`src/rtl/pc_fetch_unit.sv`:
```
// pc_fetch_unit: owns the fetch PC, the imem req/ready handshake and the IF/ID
// register, applying delay-slot branch redirects and a highest-priority flush.
module pc_fetch_unit #(
  parameter logic [31:0] RESET_PC  = 32'h0040_0000,
  parameter logic [31:0] NOP_INSTR = 32'h0000_0000
) (
  input  logic        clk,
  input  logic        rst,
  input  logic        stall,
  input  logic        is_branch,
  input  logic [31:0] branch_pc,
  input  logic        flush,
  input  logic [31:0] flush_pc,
  output logic        imem_req,
  output logic [31:0] imem_addr,
  input  logic        imem_ready,
  input  logic [31:0] imem_rdata,
  output logic [31:0] pc_out,
  output logic [31:0] id_instr,
  output logic [31:0] id_pc,
  output logic        id_valid
);

  typedef enum logic {FETCH, HOLD} state_t;

  state_t      state_q, state_d;
  logic [31:0] pc_q;
  logic [31:0] hold_instr_q;
  logic [31:0] redirect_target_q;
  logic [31:0] discard_addr_q;
  logic [31:0] id_instr_q;
  logic [31:0] id_pc_q;
  logic        id_valid_q;
  logic        redirect_pending_q;
  logic        discard_q;

  logic        complete;
  logic        transfer;
  logic        accept;
  logic [31:0] transfer_instr;
  logic [31:0] next_pc;

  always_ff @(posedge clk) begin
    if (rst) state_q <= FETCH;
    else     state_q <= state_d;
  end

  // A transfer moves one fetched word (live or held) into IF/ID and advances the PC.
  always_comb begin
    state_d        = state_q;
    imem_req       = 1'b0;
    transfer       = 1'b0;
    transfer_instr = imem_rdata;
    case (state_q)
      FETCH: begin
        imem_req = !rst;
        if (flush) begin
          state_d = FETCH;
        end else if (imem_req && imem_ready && !discard_q) begin
          if (stall) state_d = HOLD;
          else       transfer = 1'b1;
        end
      end
      HOLD: begin
        transfer_instr = hold_instr_q;
        if (flush) begin
          state_d = FETCH;
        end else if (!stall) begin
          transfer = 1'b1;
          state_d  = FETCH;
        end
      end
      default: state_d = FETCH;
    endcase
  end

  assign complete  = imem_req & imem_ready;
  assign accept    = is_branch & id_valid_q & ~stall & ~flush;
  assign next_pc   = redirect_pending_q ? redirect_target_q :
                     accept             ? branch_pc         : pc_q + 32'd4;
  // While discarding, the request stays on the abandoned address until it completes.
  assign imem_addr = discard_q ? discard_addr_q : pc_q;
  assign pc_out    = pc_q;
  assign id_instr  = id_instr_q;
  assign id_pc     = id_pc_q;
  assign id_valid  = id_valid_q;

  always_ff @(posedge clk) begin
    if (rst) begin
      pc_q               <= RESET_PC;
      hold_instr_q       <= NOP_INSTR;
      redirect_target_q  <= 32'h0;
      discard_addr_q     <= 32'h0;
      id_instr_q         <= NOP_INSTR;
      id_pc_q            <= 32'h0;
      id_valid_q         <= 1'b0;
      redirect_pending_q <= 1'b0;
      discard_q          <= 1'b0;
    end else if (flush) begin
      pc_q               <= flush_pc;
      id_valid_q         <= 1'b0;
      id_instr_q         <= NOP_INSTR;
      redirect_pending_q <= 1'b0;
      if (state_q == FETCH && !complete) begin
        discard_q <= 1'b1;
        if (!discard_q) discard_addr_q <= pc_q;
      end else begin
        discard_q <= 1'b0;
      end
    end else begin
      if (complete && discard_q) discard_q <= 1'b0;
      if (complete && !discard_q && stall) hold_instr_q <= imem_rdata;
      if (transfer) begin
        id_instr_q <= transfer_instr;
        id_pc_q    <= pc_q;
        id_valid_q <= 1'b1;
        pc_q       <= next_pc;
      end else if (!stall) begin
        id_valid_q <= 1'b0;
        id_instr_q <= NOP_INSTR;
      end
      // The delay slot is the word at pc_q; its transfer consumes any redirect.
      if (transfer) begin
        redirect_pending_q <= 1'b0;
      end else if (accept) begin
        redirect_pending_q <= 1'b1;
        redirect_target_q  <= branch_pc;
      end
    end
  end

endmodule

```
`config.mk`:
```
export PLATFORM = sky130hd
export DESIGN_NAME = pc_fetch_unit
export DESIGN_NICKNAME = d
export VERILOG_FILES = /design/src/rtl/pc_fetch_unit.sv
export SDC_FILE = /design/constraint.sdc
export NUM_CORES = 1
export LEC_CHECK = 0
export BUFFER_PORTS_ARGS = -buffer_cell sky130_fd_sc_hd__buf_2
export CAP_MARGIN = 40
export CORE_ASPECT_RATIO = 1.2
export CORE_MARGIN = 2
export CORE_UTILIZATION = 30
export DETAILED_ROUTE_END_ITERATION = 10
export SYNTH_ARGS = -nofsm -noshare
export SYNTH_HDL_FRONTEND = slang
export SYNTH_SLANG_ARGS = --single-unit
```
`constraint.sdc`:
```
create_clock -name clk -period 2.34 [get_ports clk]
set_clock_uncertainty 0.05 [all_clocks]
set_input_delay 0.585 -clock clk [delete_from_list [all_inputs] [get_ports clk]]
set_output_delay 0.585 -clock clk [all_outputs]
set_load 0.03 [all_outputs]
```
==> results by group, run 1 <==
Outcome
  • Status: finished, final reports clean

Power
  • Peak VDD IR: 0.0003886 V
  • Pwr Density: 656.6 mW/mm^2
  • Leakage power: 4.753 nW
  • Power, Total: 7.760 mW

Floorplanning
  • Initial Util: 0.3024
  • I/O Pins: 232
  • Die Area: 0.03197 sq mm
  • # rows: 70
  • Die H: 195.5 um
  • Core Region: 0.03030 sq mm
  • Die width: 163.5 um

Final layout
  • Area of the multi-input gates: 0.004822 sq mm
  • Area occupied by registers: 0.003930 sq mm
  • Fillers: 3243
  • Fin cells: 1806
  • Layout cells sized above 1: 0.2761
  • Synth-to-Final Area Change: 28.96%
  • Final net count: 1488

Timing
  • RSZ-0062 raised after global routing: false
  • Final worst slack: 0.05021 ns
  • Final period utilization: 0.9785
  • Final hold violation count: 0
  • Min cycle time layout: 2.290 ns
  • Slew headroom: 0.5488
  • WHS: 0.3389 ns
  • Fmax: 436.7 MHz
  • Setup_tns: 0 ns
  • Measured slew at the worst slew-check pin: 0.6743 ns
  • Setup-failing EPs final: 0
  • Fin. max-slew vios: 0

Drt
  • Initial DRC count: 626
  • Routed length on met2: 15.40 mm
  • DR vias: 9161
  • DRT met1 WL: 13.27 mm
  • Avg Vias per Cell: 5.073
  • Met3 Wirelength: 2.144 mm
  • Routed Antenna Nets: 0
  • Drt wl/cell: 17.62 um
  • TritonRoute pass-1 iters: 7
  • WL final: 31.82 mm
  • Max Used Layer: met5
  • DRC: 0

CTS
  • CTS tree: yes
  • Max Buffers Root-to-Sink: 2
  • Deepest level of the CTS H-tree: 4
  • Clk slew on worst S/H paths: 0.07 ns
  • CTS Hold Buffers Added: 0
  • Root Driver: clkbuf_16
  • Inserted Clock Buffers: 17
  • Clk_lat worst skew: 0.44 ns
  • Num Clock Sinks: 196

Synth
  • Synth Register Bits: 196
  • Post-synth EDFFs: 0
  • Syn Nets: 1264
  • Post-Syn Area per Cell: 7.893 sq um
  • Yosys Warn Count: 0
  • Post-Syn Area: 0.009164 sq mm
  • Syn Inst Count: 1161
  • Synth async-reset ratio: 0
  • Top_reg_cell synth: dfxtp_1
  • Cell taking the most area after synthesis: dfxtp_1
  • Post-synthesis sequential area ratio: 0.4282
  • Most area-consuming cells after synthesis: dfxtp_1 (43%), nand2_1 (9.9%), a21oi_1 (8.5%)
  • Post-synth top area share: 0.4282
  • Netlist cell types: 64

Setup path
  • Critical Path Fanout Max: 20
  • Crit. End Element: primary output
  • Startpoint types: flop
  • Worst EP required: 1.70 ns
  • Worst R2R Path Depth: 7
  • CP Class: reg -> out
  • Arr. time, crit path: 1.65 ns

Place
  • Pre-CTS WS: 0.2097 ns
  • Placed cells: 1758
  • Final RePlAce weighted congestion: 0.8424
  • HPWL Detailed: 22.58 mm
  • I/O Buffers: 231

Worst hold path
  • Hold Path Stages: 3
  • HP Class: in -> reg

Flow run
  • Max-Cap Viols: 0

Global routing
  • Overall routing resource usage: 0.1961
  • Initial antenna violation count: 15
  • GR Overflow Total: 0
  • First-pass GRT wire length: 48.76 mm
  • Largest net degree at the start of global routing: 90
  • Number of global-route vias before repair: 8667
## cells in the mapped netlist (10+ instances only)
cell type	count
buf_1	13
nand2_1	242
a211oi_1	16
mux2i_1	71
a21oi_1	156
mux2_2	28
dfxtp_1	196
buf_2	24
a31oi_1	11
nor2_1	127
o21ai_0	30
nand4_1	11
nor3_1	18
xnor2_1	10
clkbuf_1	62
nand3_1	19
## kinds of logic (layout without fill, tap and decap cells)
| family | after synthesis | after routing | share of synthesized area |
|---|---|---|---|
| muxes | 99 | 99 | 0.1120 |
| other | 0 | 12 | 0 |
| xor gates and xnor gates | 13 | 13 | 0.01242 |
| and+or+nand+nor | 468 | 468 | 0.2198 |
| buffers and inverters | 111 | 348 | 0.05052 |
| adders and majority gates | 1 | 1 | 0.001365 |
| AOI/OAI and AO/OA | 273 | 273 | 0.1757 |
| DFF | 196 | 196 | 0.4282 |
## cells in the final DEF (no fill, tap or decap), types with 6 or more instances in the layout
master,netlist,layout
a211oi_1,16,16
buf_2,24,230
nand2_1,242,242
mux2_2,28,28
a31oi_1,11,11
clkbuf_16,0,17
diode_2,0,12
buf_12,0,10
mux2i_1,71,71
nand4_1,11,11
o21ai_0,30,30
buf_4,4,68
nor3_1,18,16
inv_1,6,6
nor4_1,9,9
nor2_1,127,127
dfxtp_1,196,193
xnor2_1,10,10
o31ai_1,6,6
a21oi_1,156,156
and3_1,9,9
and4_1,6,6
nand3_1,19,19
## report_power, final
| part | internal [mW] | leakage (nW) | switching, mW |
|---|---|---|---|
| combinational | 0.392 | 2.86 | 0.660 |
| clock | 1.84 | 0.301 | 1.38 |
| sequential | 3.41 | 1.59 | 0.0762 |
## per-layer routing
metal,vias up,GRT usage
met3,52,0.04907
met1,4336,0.2377
li1,4477,-
met4,6,0.08642
met5,-,0
met2,290,0.3272
## cell type report
| type | instances | share of cell area |
|---|---|---|
| diodes | 12 | 0.002541 |
| clock buffers | 18 | 0.03716 |
| clock inverters | 14 | 0.01705 |
| inverters | 7 | 0.002223 |
| multi-input cells | 854 | 0.4080 |
| flip-flops and latches | 196 | 0.3326 |
| well taps | 396 | 0.04193 |
| repair buffers | 309 | 0.1585 |
## what timing repair did
item,in CTS,in global routing
setup buffers,4,0
gates resized for setup,1,0
setup endpoints to repair,21,0
## worst paths after layout
check                        start               endpoint  slack [ns]
max                      discard_q          imem_addr[13]        0.05
min                  imem_rdata[7]        hold_instr_q[7]        0.34
max reg2reg              discard_q              pc_out[9]        0.20
min reg2reg  redirect_target_q[30]  redirect_target_q[30]        0.40
## through the flow
step / instance area, sq um / utilization
detailed placement: 11110 / 0.3668
global route: 11810 / 0.3896
global placement: 11110 / 0.3668
floorplan: 9164 / -
CTS: 11790 / 0.3890
finish: 11820 / 0.3900
## critical path, stage by stage, from the launching register on
cell	delay (ns)
dfxtp_4	0.46
buf_12	0.20
mux2_2	0.36
buf_2	0.18
## flip-flops by register name (all words and copies together), names as in the netlist
name / cells
hold_instr_q: 32
id_valid: 1
id_pc: 32
discard_q: 1
pc_out: 32
discard_addr_q: 32
id_instr: 32
redirect_target_q: 32
redirect_pending_q: 1
state_q: 1
(Power assumes the default switching activity.)
==> run 2, diff against run 1 <==
Settings changed: CORE_MARGIN 2 to unset, CORE_UTILIZATION 30 to 45, PLACE_DENSITY set to 0.69.
==> results by group, run 2 (synthesis results as in run 1) <==
Power
  • Power, Total: 7.427 mW (-4.3%)
  • Sequential Power Share: 0.470 (+0.020)
  • Sw Ratio: 0.2966 (+0.02357)
  • Peak VDD IR: 0.0005264 V (+35%)
  • Leakage power: 4.662 nW (-1.9%)
  • Clock share of power: 0.394 (-0.021)
  • Gate power share: 0.136 (about the same)
  • Pint: 5.224 mW (-7.4%)
  • Pwr Density: 649.0 mW/mm^2 (-1.2%)
  • Sw power: 2.203 mW (+4.0%)

Global routing
  • Overall routing resource usage: 0.2700 (+0.07391)
  • First-pass GRT wire length: 44.95 mm (-7.8%)
  • Initial antenna violation count: 8 (-7)
  • GR Overflow Total: 0 (unchanged)
  • Largest net degree at the start of global routing: 57 (-37%)
  • Number of global-route vias before repair: 8741 (+0.85%)

Final layout
  • Most frequent cells in the layout: nand2_1 (242), buf_2 (230), dfxtp_1 (192)
  • Layout cells sized above 1: 0.2700 (-0.006073)
  • Final net count: 1475 (-0.87%)
  • Synth-to-Final Area Change: 24.88%
  • Fillers: 1876 (-42%)
  • Fin cells: 1649 (-8.7%)
  • Commonest non-fill, non-tap cell in the layout: nand2_1
  • Fin area: 0.01144 sq mm (-3.2%)

Drt
  • Routed length on met2: 13.81 mm (-10%)
  • Routed Antenna Nets: 0 (unchanged)
  • Avg Vias per Cell: 5.581 (+10%)
  • Max Used Layer: met5
  • DR vias: 9203 (+0.46%)
  • Drt wl/cell: 17.12 um (-2.8%)
  • Met3 Wirelength: 2.173 mm (+1.4%)
  • DRC: 0 (unchanged)
  • Initial DRC count: 641 (+2.4%)
  • TritonRoute pass-1 iters: 5 (-2)
  • DRT met1 WL: 11.59 mm (-13%)
  • WL final: 28.23 mm (-11%)

Outcome
  • Status: finished, final reports clean

Timing
  • Final period utilization: 0.9774 (-0.001098)
  • Fmax: 437.2 MHz (+0.11%)
  • Min cycle time layout: 2.287 ns (-0.002570 ns)
  • Slew headroom: 0.4281 (-0.1207)
  • Measured slew at the worst slew-check pin: 0.8547 ns (+0.1804 ns)
  • Setup_tns: 0 ns (unchanged)
  • Final hold violation count: 0 (unchanged)
  • Setup-failing EPs final: 0 (unchanged)
  • Fin. max-slew vios: 0 (unchanged)
  • RSZ-0062 raised after global routing: false
  • WHS: 0.3275 ns (-0.01135 ns)

Worst hold path
  • Hold Path Stages: 3 (unchanged)
  • Hold Path Origin: imem_rdata[20]
  • WHS Endpoint: hold_instr_q[20]
  • HP Class: in -> reg

Floorplanning
  • Die width: 132.3 um (-19%)
  • I/O Pins: 232 (unchanged)
  • Die H: 158.3 um (-19%)
  • # rows: 56 (-20%)
  • Initial Util: 0.4638 (+0.1614)
  • Die Area: 0.02094 sq mm (-34%)
  • Core Region: 0.01976 sq mm (-35%)

CTS
  • Max Buffers Root-to-Sink: 2 (unchanged)
  • Root Driver: clkbuf_16
  • Clk slew on worst S/H paths: 0.08 ns (about the same)
  • Inserted Clock Buffers: 17 (unchanged)
  • CTS tree: yes
  • Num Clock Sinks: 196 (unchanged)
  • CTS Hold Buffers Added: 0 (unchanged)
  • Clk_lat worst skew: 0.44 ns (about the same)
  • Deepest level of the CTS H-tree: 4 (unchanged)

Setup path
  • Arr. time, crit path: 1.65 ns (about the same)
  • Critical Path Fanout Max: 18 (-10%)
  • Crit. End Element: primary output
  • Reg2reg end: pc_out[23]
  • Worst EP required: 1.70 ns (about the same)
  • Worst R2R Path Depth: 5 (-2)
  • Worst r2r src: pc_out[17]
  • CP Class: reg -> out
  • Worst reg2reg setup slack: 0.31 ns (+0.11 ns)
  • Startpoint types: flop

Place
  • Placed cell areas: 0.01084 sq mm (-2.5%)
  • HPWL Detailed: 19.66 mm (-13%)
  • I/O Buffers: 231 (unchanged)
  • Placed cells: 1614 (-8.2%)
  • Final RePlAce weighted congestion: 0.8900 (+5.7%)

Flow run
  • Max-Cap Viols: 0 (unchanged)
-- run 2: through the flow --
step	utilization	worst slack, ns
finish	0.5792	0.05278
CTS	0.5785	0.02619
global route	0.5789	0.01123
global placement	0.5486	0.1752
detailed placement	0.5486	0.1450
floorplan	-	0.05391
-- run 2: metal layers --
metal	vias up	GRT usage
met5	-	0
met4	8	0.1045
met3	50	0.07036
met2	356	0.4719
met1	4351	0.3177
li1	4438	-
-- run 2: final cells by class --
class | instances | area (sq um) | area share
multi-input combinational | 854 | 4822 | 0.4214
sequential | 196 | 3929 | 0.3433
timing repair buffer | 296 | 1742 | 0.1522
clock buffer | 17 | 425.4 | 0.03717
tap | 261 | 326.6 | 0.02854
clock inverter | 15 | 165.2 | 0.01443
inverter | 7 | 26.28 | 0.002296
antenna | 3 | 7.507 | 0.0006560
-- run 2: worst max-delay path by stage --
| stage | start | endpoint | slack, ns | cells after the start |
|---|---|---|---|---|
| finish | discard_q | imem_addr[10] | 0.05 | 3 |
| global route | discard_q | imem_addr[10] | 0.01 | 3 |
| CTS | discard_q | imem_addr[25] | 0.03 | 3 |
| detailed placement | is_branch | pc_out[21] | 0.14 | 5 |
| global placement | flush | pc_out[20] | 0.18 | 7 |
| floorplan | pc_out[9] | imem_addr[9] | 0.05 | 3 |
-- run 2: critical path, stage by stage (launching register included) --
cell and delay (ns):
dfxtp_2 0.36, buf_4 0.27, mux2_2 0.39, buf_2 0.18
-- run 2: power groups by stage --
stage	Sequential, mW	Clock (mW)	Combinational, mW
5_1_grt	3.50	3.12	1.09
4_1_cts	3.49	2.97	1.01
2_1_floorplan	3.64	0	0.541
3_3_place_gp	3.56	0	0.995
3_5_place_dp	3.57	0	1.01
6_report	3.49	2.93	1.01
-- run 2: timing repair --
| action | CTS | global route |
|---|---|---|
| endpoints found under the setup margin | 0 | 17 |
| setup buffers | 0 | 0 |
| resized for setup | 0 | 2 |
